<file path="config.mk">
export PLATFORM = sky130hd
export DESIGN_NAME = pipeline_stall_controller
export DESIGN_NICKNAME = d
export VERILOG_FILES = /design/src/rtl/pipeline_stall_controller.sv
export SDC_FILE = /design/constraint.sdc
export NUM_CORES = 1
export LEC_CHECK = 0
export ABC_AREA = 1
export CORE_ASPECT_RATIO = 0.9
export CORE_MARGIN = 2
export CORE_UTILIZATION = 50
export CTS_CLUSTER_SIZE = 14
export DETAILED_ROUTE_END_ITERATION = 10
export PLACE_DENSITY = 0.81
export SLEW_MARGIN = 20
export SYNTH_ARGS = -nofsm -noshare
export SYNTH_HDL_FRONTEND = slang
export SYNTH_SLANG_ARGS = --single-unit
export TNS_END_PERCENT = 1
</file>
<file path="constraint.sdc">
create_clock -name clk -period 2 [get_ports clk]
set_input_delay 0.2 -clock clk [delete_from_list [all_inputs] [get_ports clk]]
set_output_delay 0.2 -clock clk [all_outputs]
set_load 0.1 [all_outputs]
</file>
<file path="src/rtl/pipeline_stall_controller.sv">
// Hazard and sequencing controller for the 5-stage pipeline.
// Detects RAW hazards from Tuse/Tnew, tracks the mult/div busy window,
// drives PC / IF-ID enables and the ID-EX bubble, and counts stalled cycles.
module pipeline_stall_controller #(
  parameter int MULT_CYCLES = 5,
  parameter int DIV_CYCLES  = 10,
  parameter int CNT_WIDTH   = 4,
  parameter int PERF_WIDTH  = 32
) (
  input  logic                  clk,
  input  logic                  reset,
  input  logic [4:0]            d_rs_addr,
  input  logic [4:0]            d_rt_addr,
  input  logic [1:0]            d_rs_tuse,
  input  logic [1:0]            d_rt_tuse,
  input  logic                  d_is_md,
  input  logic [4:0]            e_dst_addr,
  input  logic [1:0]            e_tnew,
  input  logic [4:0]            m_dst_addr,
  input  logic [1:0]            m_tnew,
  input  logic                  e_md_start,
  input  logic                  e_md_is_div,
  output logic                  stall,
  output logic                  pc_en,
  output logic                  fd_en,
  output logic                  de_clr,
  output logic                  md_busy,
  output logic [PERF_WIDTH-1:0] stall_cycles
);

  // Remaining busy cycles of the mult/div unit; zero means idle.
  logic [CNT_WIDTH-1:0]  busy_q;
  logic [CNT_WIDTH-1:0]  busy_d;
  // Saturating stall-cycle counter.
  logic [PERF_WIDTH-1:0] perf_q;
  logic [PERF_WIDTH-1:0] perf_d;

  logic data_hazard_s;
  logic md_hazard_s;
  logic busy_nz_s;
  logic stall_raw_s;

  // A source register conflicts with a producer when it names the same
  // non-zero register and the consumer needs it before the producer has it.
  // Register 0 is hard-wired, so it never creates a dependency; a tuse of 3
  // can never be below a 2-bit tnew, so "unused" sources fall out naturally.
  function automatic logic src_hazard(
    input logic [4:0] src_addr,
    input logic [1:0] src_tuse,
    input logic [4:0] dst_addr,
    input logic [1:0] dst_tnew
  );
    logic hit;
    if ((src_addr != 5'd0) && (src_addr == dst_addr) && (src_tuse < dst_tnew)) begin
      hit = 1'b1;
    end else begin
      hit = 1'b0;
    end
    return hit;
  endfunction

  // Hazard detection: data dependencies against E and M, plus mult/div occupancy.
  always_comb begin
    data_hazard_s = src_hazard(d_rs_addr, d_rs_tuse, e_dst_addr, e_tnew) |
                    src_hazard(d_rs_addr, d_rs_tuse, m_dst_addr, m_tnew) |
                    src_hazard(d_rt_addr, d_rt_tuse, e_dst_addr, e_tnew) |
                    src_hazard(d_rt_addr, d_rt_tuse, m_dst_addr, m_tnew);
    busy_nz_s     = (busy_q != {CNT_WIDTH{1'b0}});
    // A start in E this cycle counts as busy for D, so the md instruction
    // behind it waits through the start cycle as well.
    md_hazard_s   = d_is_md & (busy_nz_s | e_md_start);
    stall_raw_s   = data_hazard_s | md_hazard_s;
  end

  // Pipeline control outputs; reset forces the pipeline to free-run.
  always_comb begin
    stall   = 1'b0;
    pc_en   = 1'b1;
    fd_en   = 1'b1;
    de_clr  = 1'b0;
    md_busy = 1'b0;
    if (reset) begin
      stall   = 1'b0;
      pc_en   = 1'b1;
      fd_en   = 1'b1;
      de_clr  = 1'b0;
      md_busy = 1'b0;
    end else begin
      stall   = stall_raw_s;
      pc_en   = ~stall_raw_s;
      fd_en   = ~stall_raw_s;
      de_clr  = stall_raw_s;
      md_busy = busy_nz_s;
    end
  end

  // Next busy count: a new start always reloads, even at the tail of a
  // previous operation, so back-to-back operations keep md_busy continuous.
  always_comb begin
    busy_d = busy_q;
    if (e_md_start) begin
      if (e_md_is_div) begin
        busy_d = CNT_WIDTH'(DIV_CYCLES);
      end else begin
        busy_d = CNT_WIDTH'(MULT_CYCLES);
      end
    end else if (busy_nz_s) begin
      busy_d = busy_q - CNT_WIDTH'(1);
    end else begin
      busy_d = {CNT_WIDTH{1'b0}};
    end
  end

  // Next stall count: increment on stalled cycles, hold at all-ones.
  always_comb begin
    perf_d = perf_q;
    if (stall_raw_s && (perf_q != {PERF_WIDTH{1'b1}})) begin
      perf_d = perf_q + PERF_WIDTH'(1);
    end else begin
      perf_d = perf_q;
    end
  end

  // State registers; reset abandons any in-flight mult/div count at once.
  always_ff @(posedge clk) begin
    if (reset) begin
      busy_q <= {CNT_WIDTH{1'b0}};
      perf_q <= {PERF_WIDTH{1'b0}};
    end else begin
      busy_q <= busy_d;
      perf_q <= perf_d;
    end
  end

  assign stall_cycles = perf_q;

endmodule

</file>
==> results of run 1 <==
==> through the flow <==
stage	setup TNS (ps)	power, µW
detailed placement	-4290	1290
global route	0	2020
floorplan	-8080	1100
global placement	-1880	1280
CTS	0	1940
finish	0	1940
==> flip-flops by register name, summed over array words and instances, names as in the netlist <==
register	cells
busy_q	4
stall_cycles	32
==> cell families after synthesis <==
group                      count (synthesis)
xor gates and xnor gates                  30
buffers and inverters                     65
DFF                                       36
adders and majority gates                  5
and+or+nand+nor                          261
AOI/OAI and AO/OA                         51
==> routing by layer <==
metal  global-route usage [%]  wire length, µm  vias to the layer above
met5                        0                0                        -
met3                     4.49              521                        9
met2                     43.5             3700                       90
li1                         -                -                     1581
met1                     38.3             3740                     1443
met4                     5.93               72                        0
==> worst register-to-register path: cells and delay by family (launching register included) <==
family          cells  cell delay (ps)
buf+inv             2              220
compound gates      1              150
simple gates        6              780
fa+ha+maj           1              240
flops               1              370
==> path summary, 6_finish.rpt <==
check | start | to | slack [ps]
max reg2reg | stall_cycles[1] | stall_cycles[3] | 160
min reg2reg | busy_q[0] | busy_q[0] | 450
min | busy_q[0] | busy_q[0] | 450
max | busy_q[1] | de_clr | 70
==> area by class of cell <==
| class | instances | area, µm² | area share (%) |
|---|---|---|---|
| clock buffers | 5 | 68.8 | 1.84 |
| clock inverters | 3 | 42.5 | 1.14 |
| inverters | 50 | 191 | 5.11 |
| multi-input cells | 347 | 1810 | 48.3 |
| flip-flops and latches | 36 | 726 | 19.4 |
| well taps | 67 | 83.8 | 2.24 |
| repair buffers | 83 | 826 | 22.0 |
==> Yosys cell counts (all sizes together) <==
cell,count,area share (%)
xor2,24,7.7
o41ai,2,0.64
ha,5,2.3
nor3,17,3.5
a21boi,4,1.1
a21oi,34,6.2
nand3b,4,1.1
o21ai,8,1.5
xnor2,6,1.9
nand3,44,8.3
inv,50,6.9
nand4,2,0.46
or2,1,0.23
dfxtp,36,26
buf,11,2.9
nand2,136,19
o21bai,3,0.83
nor4,1,0.46
clkbuf,4,0.55
nor2,56,8.0
==> power breakdown <==
group	switching, µW	internal [µW]	total, µW
logic	334	208	542
clock network	286	369	655
registers	12.5	732	745
==> cells in the final DEF, fill, tap and decap left out, drive strengths merged <==
| master | Yosys | routed |
|---|---|---|
| clkdlybuf4s50 | 0 | 8 |
| clkdlybuf4s15 | 0 | 1 |
| ha | 5 | 5 |
| bufinv | 0 | 1 |
| clkinv | 0 | 1 |
| dfxtp | 36 | 36 |
| nor3 | 17 | 17 |
| nand2 | 136 | 136 |
| dlygate4sd2 | 0 | 4 |
| o21bai | 3 | 3 |
| xnor2 | 6 | 6 |
| nand4 | 2 | 2 |
| o21ai | 8 | 8 |
| or2 | 1 | 1 |
| xor2 | 24 | 24 |
| nand3 | 44 | 44 |
| a21oi | 34 | 34 |
| buf | 11 | 51 |
| nor4 | 1 | 1 |
| clkbuf | 4 | 6 |
| clkinvlp | 0 | 2 |
| inv | 50 | 49 |
| a21boi | 4 | 4 |
| nor2 | 56 | 56 |
| o41ai | 2 | 2 |
| nand3b | 4 | 4 |
| dlymetal6s2s | 0 | 18 |
==> repair_timing <==
action | in CTS | in global routing
gates resized for setup | 10 | 31
endpoints found under the setup margin | 4 | 34
buffers inserted | 2 | 0
pin swaps | 6 | 10
==> impl_metrics.tcl, run 1 <==
set metrics [dict create \
    numPortBuffers 69 \
    diodes 0 \
    dpl_worst_slack_ps -185 \
    cts_buffers 5 \
    clock_latency_ps 290 \
    grt_usage_pct 27.0 \
    grt_first_pass_wirelength_um 12800 \
    postRouteAntennaNets 0 \
    die-area_mm2 0.00606 \
    critPathRequiredTime_ps 1800 \
    hold_class "reg2reg" \
    nets 561 \
    rr_worst_depth 10 \
    status "finished, final reports clean" \
    via_per_inst 5.28 \
    slew_violations 0 \
    power_leakage_uw 0.00168 \
    syn-num-nets 486 \
    firstDrtPassIters 4 \
    drtIter0Drc 302 \
    skew_ps 4.75 \
    max_freq_ghz 0.519 \
    peakVddDrop_uv 383 \
    yosys_warnings 0 \
    rsz0062_at_grt "false" \
    tightest_slew_ps 328 \
    synthXorXnorAreaFrac_pct 9.63 \
    maxCapViolCount 0 \
    synth-seq-cells 36 \
    avgSynthCellArea_um2 6.09 \
    synthMuxAreaShare_pct 0 \
    initial_core_util_pct 51.9 \
    grt.overflow.total 0 \
    fp.dieW_um 81.9 \
    hold_ws_ps 450 \
    nFillCells 478 \
    finish.utilization_pct 71.3 \
    path_cells "or2_4 > inv_2 > nand2_2 > o21ai_2 > nand3_4 > nand2_8 > clkinvlp_4 > buf_12" \
    drive_above_1_share_pct 17.9 \
    fp-row-count 25 \
    crit_fanout 3 \
    cts_buffer_depth 2 \
    drcViolationCount 0 \
    setup_ws_ps 73.9 \
    drt_wl_total_um 8030 \
    cp.arrival_ps 1730 \
    path_clk_slew_ps 80 \
    htreeDepth 2 \
    ios 70 \
    finalSetupViolCount 0 \
    start_kind "register" \
    synthToLayoutAreaGrowth_pct 37.3 \
    die_h_um 74.1 \
    min_period_ps 1930 \
    cts_root_buffer "clkbuf_8" \
    place_area_mm2 0.00355 \
    period_share_pct 96.3 \
    instances_no_fill 591 \
    synthCells 448 \
    antenna_found_initial 0 \
    syn_area_mm2 0.00273 \
    worst-path-buf-inv 3 \
    grt_pass1_vias 2830 \
    num_vias 3123 \
    synth-compound-area-share_pct 10.3 \
    slew_headroom_pct 77.8 \
    p_per_area_mw_per_mm2 518 \
    synth_top_family_by_area "simple AND/OR/NAND/NOR gates" \
    fin_area_mm2 0.00375 \
    yosys.area_share.simple_pct 41.1 \
    grt_start_max_net_pins 24 \
    wire_per_inst_um 13.6 \
    hold_viol_final 0 \
    cts_tree "yes" \
    place.detailed.hpwl_um 6220 \
    hold_path_depth 1 \
    hold_buffers 0 \
    synth_adder_area_share_pct 2.29 \
    yosysUniqueCellTypes 29 \
    cp_num_cells 8 \
    crit_slowest_cell "dfxtp_2" \
    place_inst 581 \
    cts.sinks 36 \
    worstSetupPathType "reg2out" \
    core_mm2 0.00526 \
    ys_seq_area_share_pct 26.4 \
    critPathTopFamily "simple AND/OR/NAND/NOR gates" \
    routabilityCongestion 0.986 \
    critPathCaptureType "output pin" \
    slowest_delay_ps 320 \
]
Note: power is estimated with default switching activity, not from simulation.
==> run 2, diff against run 1 <==
--- a/config.mk
+++ b/config.mk
@@ -6,11 +6,13 @@
 export NUM_CORES = 1
 export LEC_CHECK = 0
 export ABC_AREA = 1
+export CAP_MARGIN = 20
 export CORE_ASPECT_RATIO = 0.9
 export CORE_MARGIN = 2
 export CORE_UTILIZATION = 50
 export CTS_CLUSTER_SIZE = 14
 export DETAILED_ROUTE_END_ITERATION = 10
+export MAX_ROUTING_LAYER = met4
 export PLACE_DENSITY = 0.81
 export SLEW_MARGIN = 20
 export SYNTH_ARGS = -nofsm -noshare
==> run 2 against run 1 <==
Combinational power about the same; worst setup slack worse by 12 ps; cell count up 0.34%; clock-buffer cell count up 2; global-route usage up 1.4 points; hold slack better by 5.6 ps; first-iteration DRC count down 14%; non-clock buffer count up 2; via count up 0.32%.
==> impl_metrics.tcl, run 2 (synthesis results as in run 1) <==
set metrics [dict create \
    worstSetupPathType "reg2out" \
    drtIter0Drc 260 \
    fp.dieW_um 81.9 \
    peakVddDrop_uv 362 \
    cts_root_buffer "clkbuf_8" \
    critPathRequiredTime_ps 1800 \
    slew_violations 0 \
    synthToLayoutAreaGrowth_pct 37.7 \
    status "finished, final reports clean" \
    htreeDepth 2 \
    finalSetupViolCount 0 \
    die-area_mm2 0.00606 \
    final_common_cell "nand2_1" \
    routabilityCongestion 0.972 \
    crit_fanout 3 \
    rrSetupSlack_ps 180 \
    antenna_found_initial 0 \
    cp.arrival_ps 1740 \
    p_per_area_mw_per_mm2 532 \
    hold_class "reg2reg" \
    drt_wl_total_um 8170 \
    slew_headroom_pct 76.5 \
    slowest_delay_ps 330 \
    via_per_inst 5.28 \
    wire_per_inst_um 13.8 \
    min_period_ps 1940 \
    p_comb_share_pct 27.0 \
    numPortBuffers 69 \
    power_leakage_uw 0.00168 \
    power_uw 2000 \
    critPathCaptureType "output pin" \
    grt.overflow.total 0 \
    grt_first_pass_wirelength_um 13100 \
    finish.utilization_pct 71.5 \
    grt_usage_pct 28.5 \
    grt_start_max_net_pins 21 \
    hold_viol_final 0 \
    hold_buffers 0 \
    pwr-share-clk_pct 35.7 \
    clock_latency_ps 300 \
    power_frac_seq_pct 37.3 \
    layout_common_cells "nand2_1 (129), nor2_1 (50), buf_4 (46)" \
    path_clk_slew_ps 80 \
    crit_slowest_cell "dfxtp_2" \
    internal_power_uw 1380 \
    p_sw_share_pct 31.0 \
    largest_reg_flops 32 \
    p_switching_uw 620 \
    nets 563 \
    drive_above_1_share_pct 18.1 \
    num_vias 3133 \
    cts_buffer_depth 2 \
    cts_tree "yes" \
    start_kind "register" \
    tightest_slew_ps 349 \
    hold_path_depth 1 \
    rsz0062_at_grt "false" \
    cts_buffers 5 \
    skew_ps 5.17 \
    postRouteAntennaNets 0 \
    ios 70 \
    place_inst 584 \
    die_h_um 74.1 \
    rr_worst_depth 11 \
    instances_no_fill 593 \
    fp-row-count 25 \
    diodes 0 \
    place.detailed.hpwl_um 6240 \
    cts.sinks 36 \
    grt_pass1_vias 2915 \
    firstDrtPassIters 5 \
    max_freq_ghz 0.516 \
    period_share_pct 96.9 \
    initial_core_util_pct 51.9 \
    maxCapViolCount 0 \
    core_mm2 0.00526 \
    path_cells "or2_4 > inv_2 > nand2_2 > o21ai_2 > nand3_4 > nand2_8 > clkinvlp_4 > buf_12" \
    drcViolationCount 0 \
]
## run 2: per-stage QoR
stage	hold WS (ps)	setup slack [ps]	TNS, ps	instance area [µm²]
2_1_floorplan	302	-327	-8080	2800
3_3_place_gp	457	-121	-2110	3570
3_5_place_dp	455	-160	-3350	3570
4_1_cts	475	5.13	0	3700
5_1_grt	459	4.73	0	3750
6_report	456	62.1	0	3750
## run 2: worst max-delay path, delay by kind of cell (launching register included)
kind,cells,cell delay [ps]
and+or+nand+nor,4,540
buffers and inverters,3,370
DFF,1,330
AOI/OAI and AO/OA,1,180
## run 2: path summary, 6_finish.rpt
| check | startpoint | end |
|---|---|---|
| min | busy_q[0] | busy_q[0] |
| min reg2reg | busy_q[0] | busy_q[0] |
| max | busy_q[0] | de_clr |
| max reg2reg | stall_cycles[1] | stall_cycles[0] |
## run 2: repair_timing
item                                    4_1_cts  5_1_grt
gates resized for setup                       8       28
setup buffers                                 1        0
endpoints found under the setup margin        4       11
pin swaps                                    12       11
## run 2: layer usage
layer  GRT usage (%)  up-vias  part of all wire, %
li1                -     1582                    -
met1            37.0     1414                   45
met2            45.3      123                   47
met3            5.46       14                  6.6
met4            7.78        0                  1.5
met5               -        -                    0
## run 2: power groups by stage
stage	clock, µW	combinational [µW]	sequential [µW]
floorplan	0	291	809
global placement	0	518	759
detailed placement	0	528	760
CTS	720	532	744
global route	752	578	746
finish	714	539	745
## run 2: layout make-up
class | count | area, µm²
fillers | 462 | 1500
clock buffers | 7 | 96.3
inverters | 50 | 191
repair buffers | 85 | 837
multi-input cells | 347 | 1790
flip-flops and latches | 36 | 724
well taps | 67 | 83.8
clock inverters | 1 | 30.0
==> run 3, diff against run 2 <==
--- a/config.mk
+++ b/config.mk
@@ -9,11 +9,11 @@
 export CAP_MARGIN = 20
 export CORE_ASPECT_RATIO = 0.9
 export CORE_MARGIN = 2
-export CORE_UTILIZATION = 50
+export CORE_UTILIZATION = 43
 export CTS_CLUSTER_SIZE = 14
 export DETAILED_ROUTE_END_ITERATION = 10
 export MAX_ROUTING_LAYER = met4
-export PLACE_DENSITY = 0.81
+export PLACE_DENSITY = 0.72
 export SLEW_MARGIN = 20
 export SYNTH_ARGS = -nofsm -noshare
 export SYNTH_HDL_FRONTEND = slang
==> run 3 against run 2 <==
Utilization is 9.9 points lower; maximum frequency grew 0.77%; sequential power is essentially flat; critical path depth did not move; cell area is 0.20% higher; register-to-register slack about the same; global-route usage fell by 4.3 points; highest routed layer unchanged; wire length down 1.9%; worst setup slack improved by 15 ps; clock-buffer cell count fell by 2.
==> impl_metrics.tcl, run 3 (synthesis results as in run 1) <==
set metrics [dict create \
    routabilityCongestion 0.951 \
    drive_above_1_share_pct 18.7 \
    htreeDepth 2 \
    grt.overflow.total 0 \
    grt_usage_pct 24.2 \
    path_cells "or2_4 > inv_2 > nand2_2 > o21ai_4 > nand3_4 > nand2_8 > clkinvlp_4 > buf_12" \
    via_per_inst 4.93 \
    tightest_slew_ps 423 \
    cts_tree "yes" \
    fp.dieW_um 88.0 \
    skew_ps 6.01 \
    cts_buffer_depth 2 \
    die_h_um 79.6 \
    p_per_area_mw_per_mm2 478 \
    finish.utilization_pct 61.5 \
    final_common_cell "nand2_1" \
    wire_per_inst_um 13.0 \
    cp.arrival_ps 1720 \
    cts.sinks 36 \
    hold_class "reg2reg" \
    period_share_pct 96.1 \
    slowest_delay_ps 330 \
    grt_pass1_vias 2724 \
    postRouteAntennaNets 0 \
    min_period_ps 1920 \
    initial_core_util_pct 44.6 \
    clock_latency_ps 290 \
    worstSetupPathType "reg2out" \
    nets 566 \
    peakVddDrop_uv 383 \
    fin_area_mm2 0.00376 \
    numPortBuffers 69 \
    hold_viol_final 0 \
    diodes 0 \
    critPathCaptureType "output pin" \
    path_clk_slew_ps 80 \
    status "finished, final reports clean" \
    synthToLayoutAreaGrowth_pct 37.9 \
    maxCapViolCount 0 \
    drcViolationCount 0 \
    grt_first_pass_wirelength_um 13100 \
    drt_wl_total_um 8010 \
    max_freq_ghz 0.520 \
    cts_buffers 5 \
    slew_headroom_pct 71.6 \
    critPathRequiredTime_ps 1800 \
    crit_slowest_cell "dfxtp_2" \
    fin_setup_tns_ps 0 \
    hold_buffers 0 \
    core_mm2 0.00611 \
    num_vias 3035 \
    power_leakage_uw 0.00168 \
    fp-row-count 27 \
    crit_fanout 3 \
    largest_reg_flops 32 \
    place.detailed.hpwl_um 6270 \
    finalSetupViolCount 0 \
    slew_violations 0 \
    start_kind "register" \
    die-area_mm2 0.00700 \
    multi_input_area_mm2 0.00181 \
    cts_root_buffer "clkbuf_8" \
    grt_start_max_net_pins 33 \
    register_area_um2 724 \
    place_area_mm2 0.00358 \
    layout_common_cells "nand2_1 (130), buf_4 (51), nor2_1 (50)" \
    firstDrtPassIters 4 \
    drtIter0Drc 175 \
    ios 70 \
    nFillCells 587 \
    antenna_found_initial 0 \
]
[run 3: changes by cell type in the layout (fill, tap and decap cells not counted), moves of 2 or more]
cell,previous run,this run
buf_4,46,51
buf_12,7,5
clkbuf_8,7,5
clkinv_2,0,2
dlygate4sd2_1,7,5
[run 3: timing repair]
item                       4_1_cts  5_1_grt
setup endpoints to repair        4       36
gates resized for setup         11       26
setup buffers                    2        0
pin swaps                       13        8
[run 3: worst max-delay path: cells and delay by family, from the launching register on]
family	cells	cell delay, ps
buffers and inverters	3	370
and+or+nand+nor	4	550
DFF	1	330
AOI/OAI and AO/OA	1	160
[run 3: per-stage QoR]
stage          hold slack (ps)  cells  power [µW]  setup WS, ps
2_1_floorplan              302    448        1100          -327
3_3_place_gp               460    606        1260          -124
3_5_place_dp               461    606        1260          -174
4_1_cts                    447    616        1800          2.06
5_1_grt                    482    616        1880         -11.6
6_report                   446    616        1800          77.0
[run 3: worst paths after layout]
check / start / end / slack, ps / cells past startpoint
worst max-delay path: busy_q[0] / stall / 80 / 8
worst min register to register: busy_q[0] / busy_q[0] / 450 / 1
worst min-delay path: busy_q[0] / busy_q[0] / 450 / 1
worst max register to register: stall_cycles[7] / stall_cycles[27] / 170 / 8
[run 3: final cells by class]
type	instances	area share, %
clock buffer	5	1.83
inverter	50	5.09
timing repair buffer	88	22.3
multi-input combinational	347	48.1
tap	87	2.89
sequential	36	19.3
clock inverter	3	0.499
[run 3: where the power goes]
group          total, µW  leakage, µW  internal (µW)  switching [µW]
Sequential           744     0.000292            732            12.6
Clock                534    0.0000479            243             290
Combinational        520      0.00134            192             327
[run 3: layer usage]
layer	vias to the layer above	GRT usage [%]	part of all wire (%)
li1	1578	-	-
met1	1371	35.9	52
met2	80	34.4	42
met3	6	4.55	5.9
met4	0	4.46	0.64
met5	-	-	0
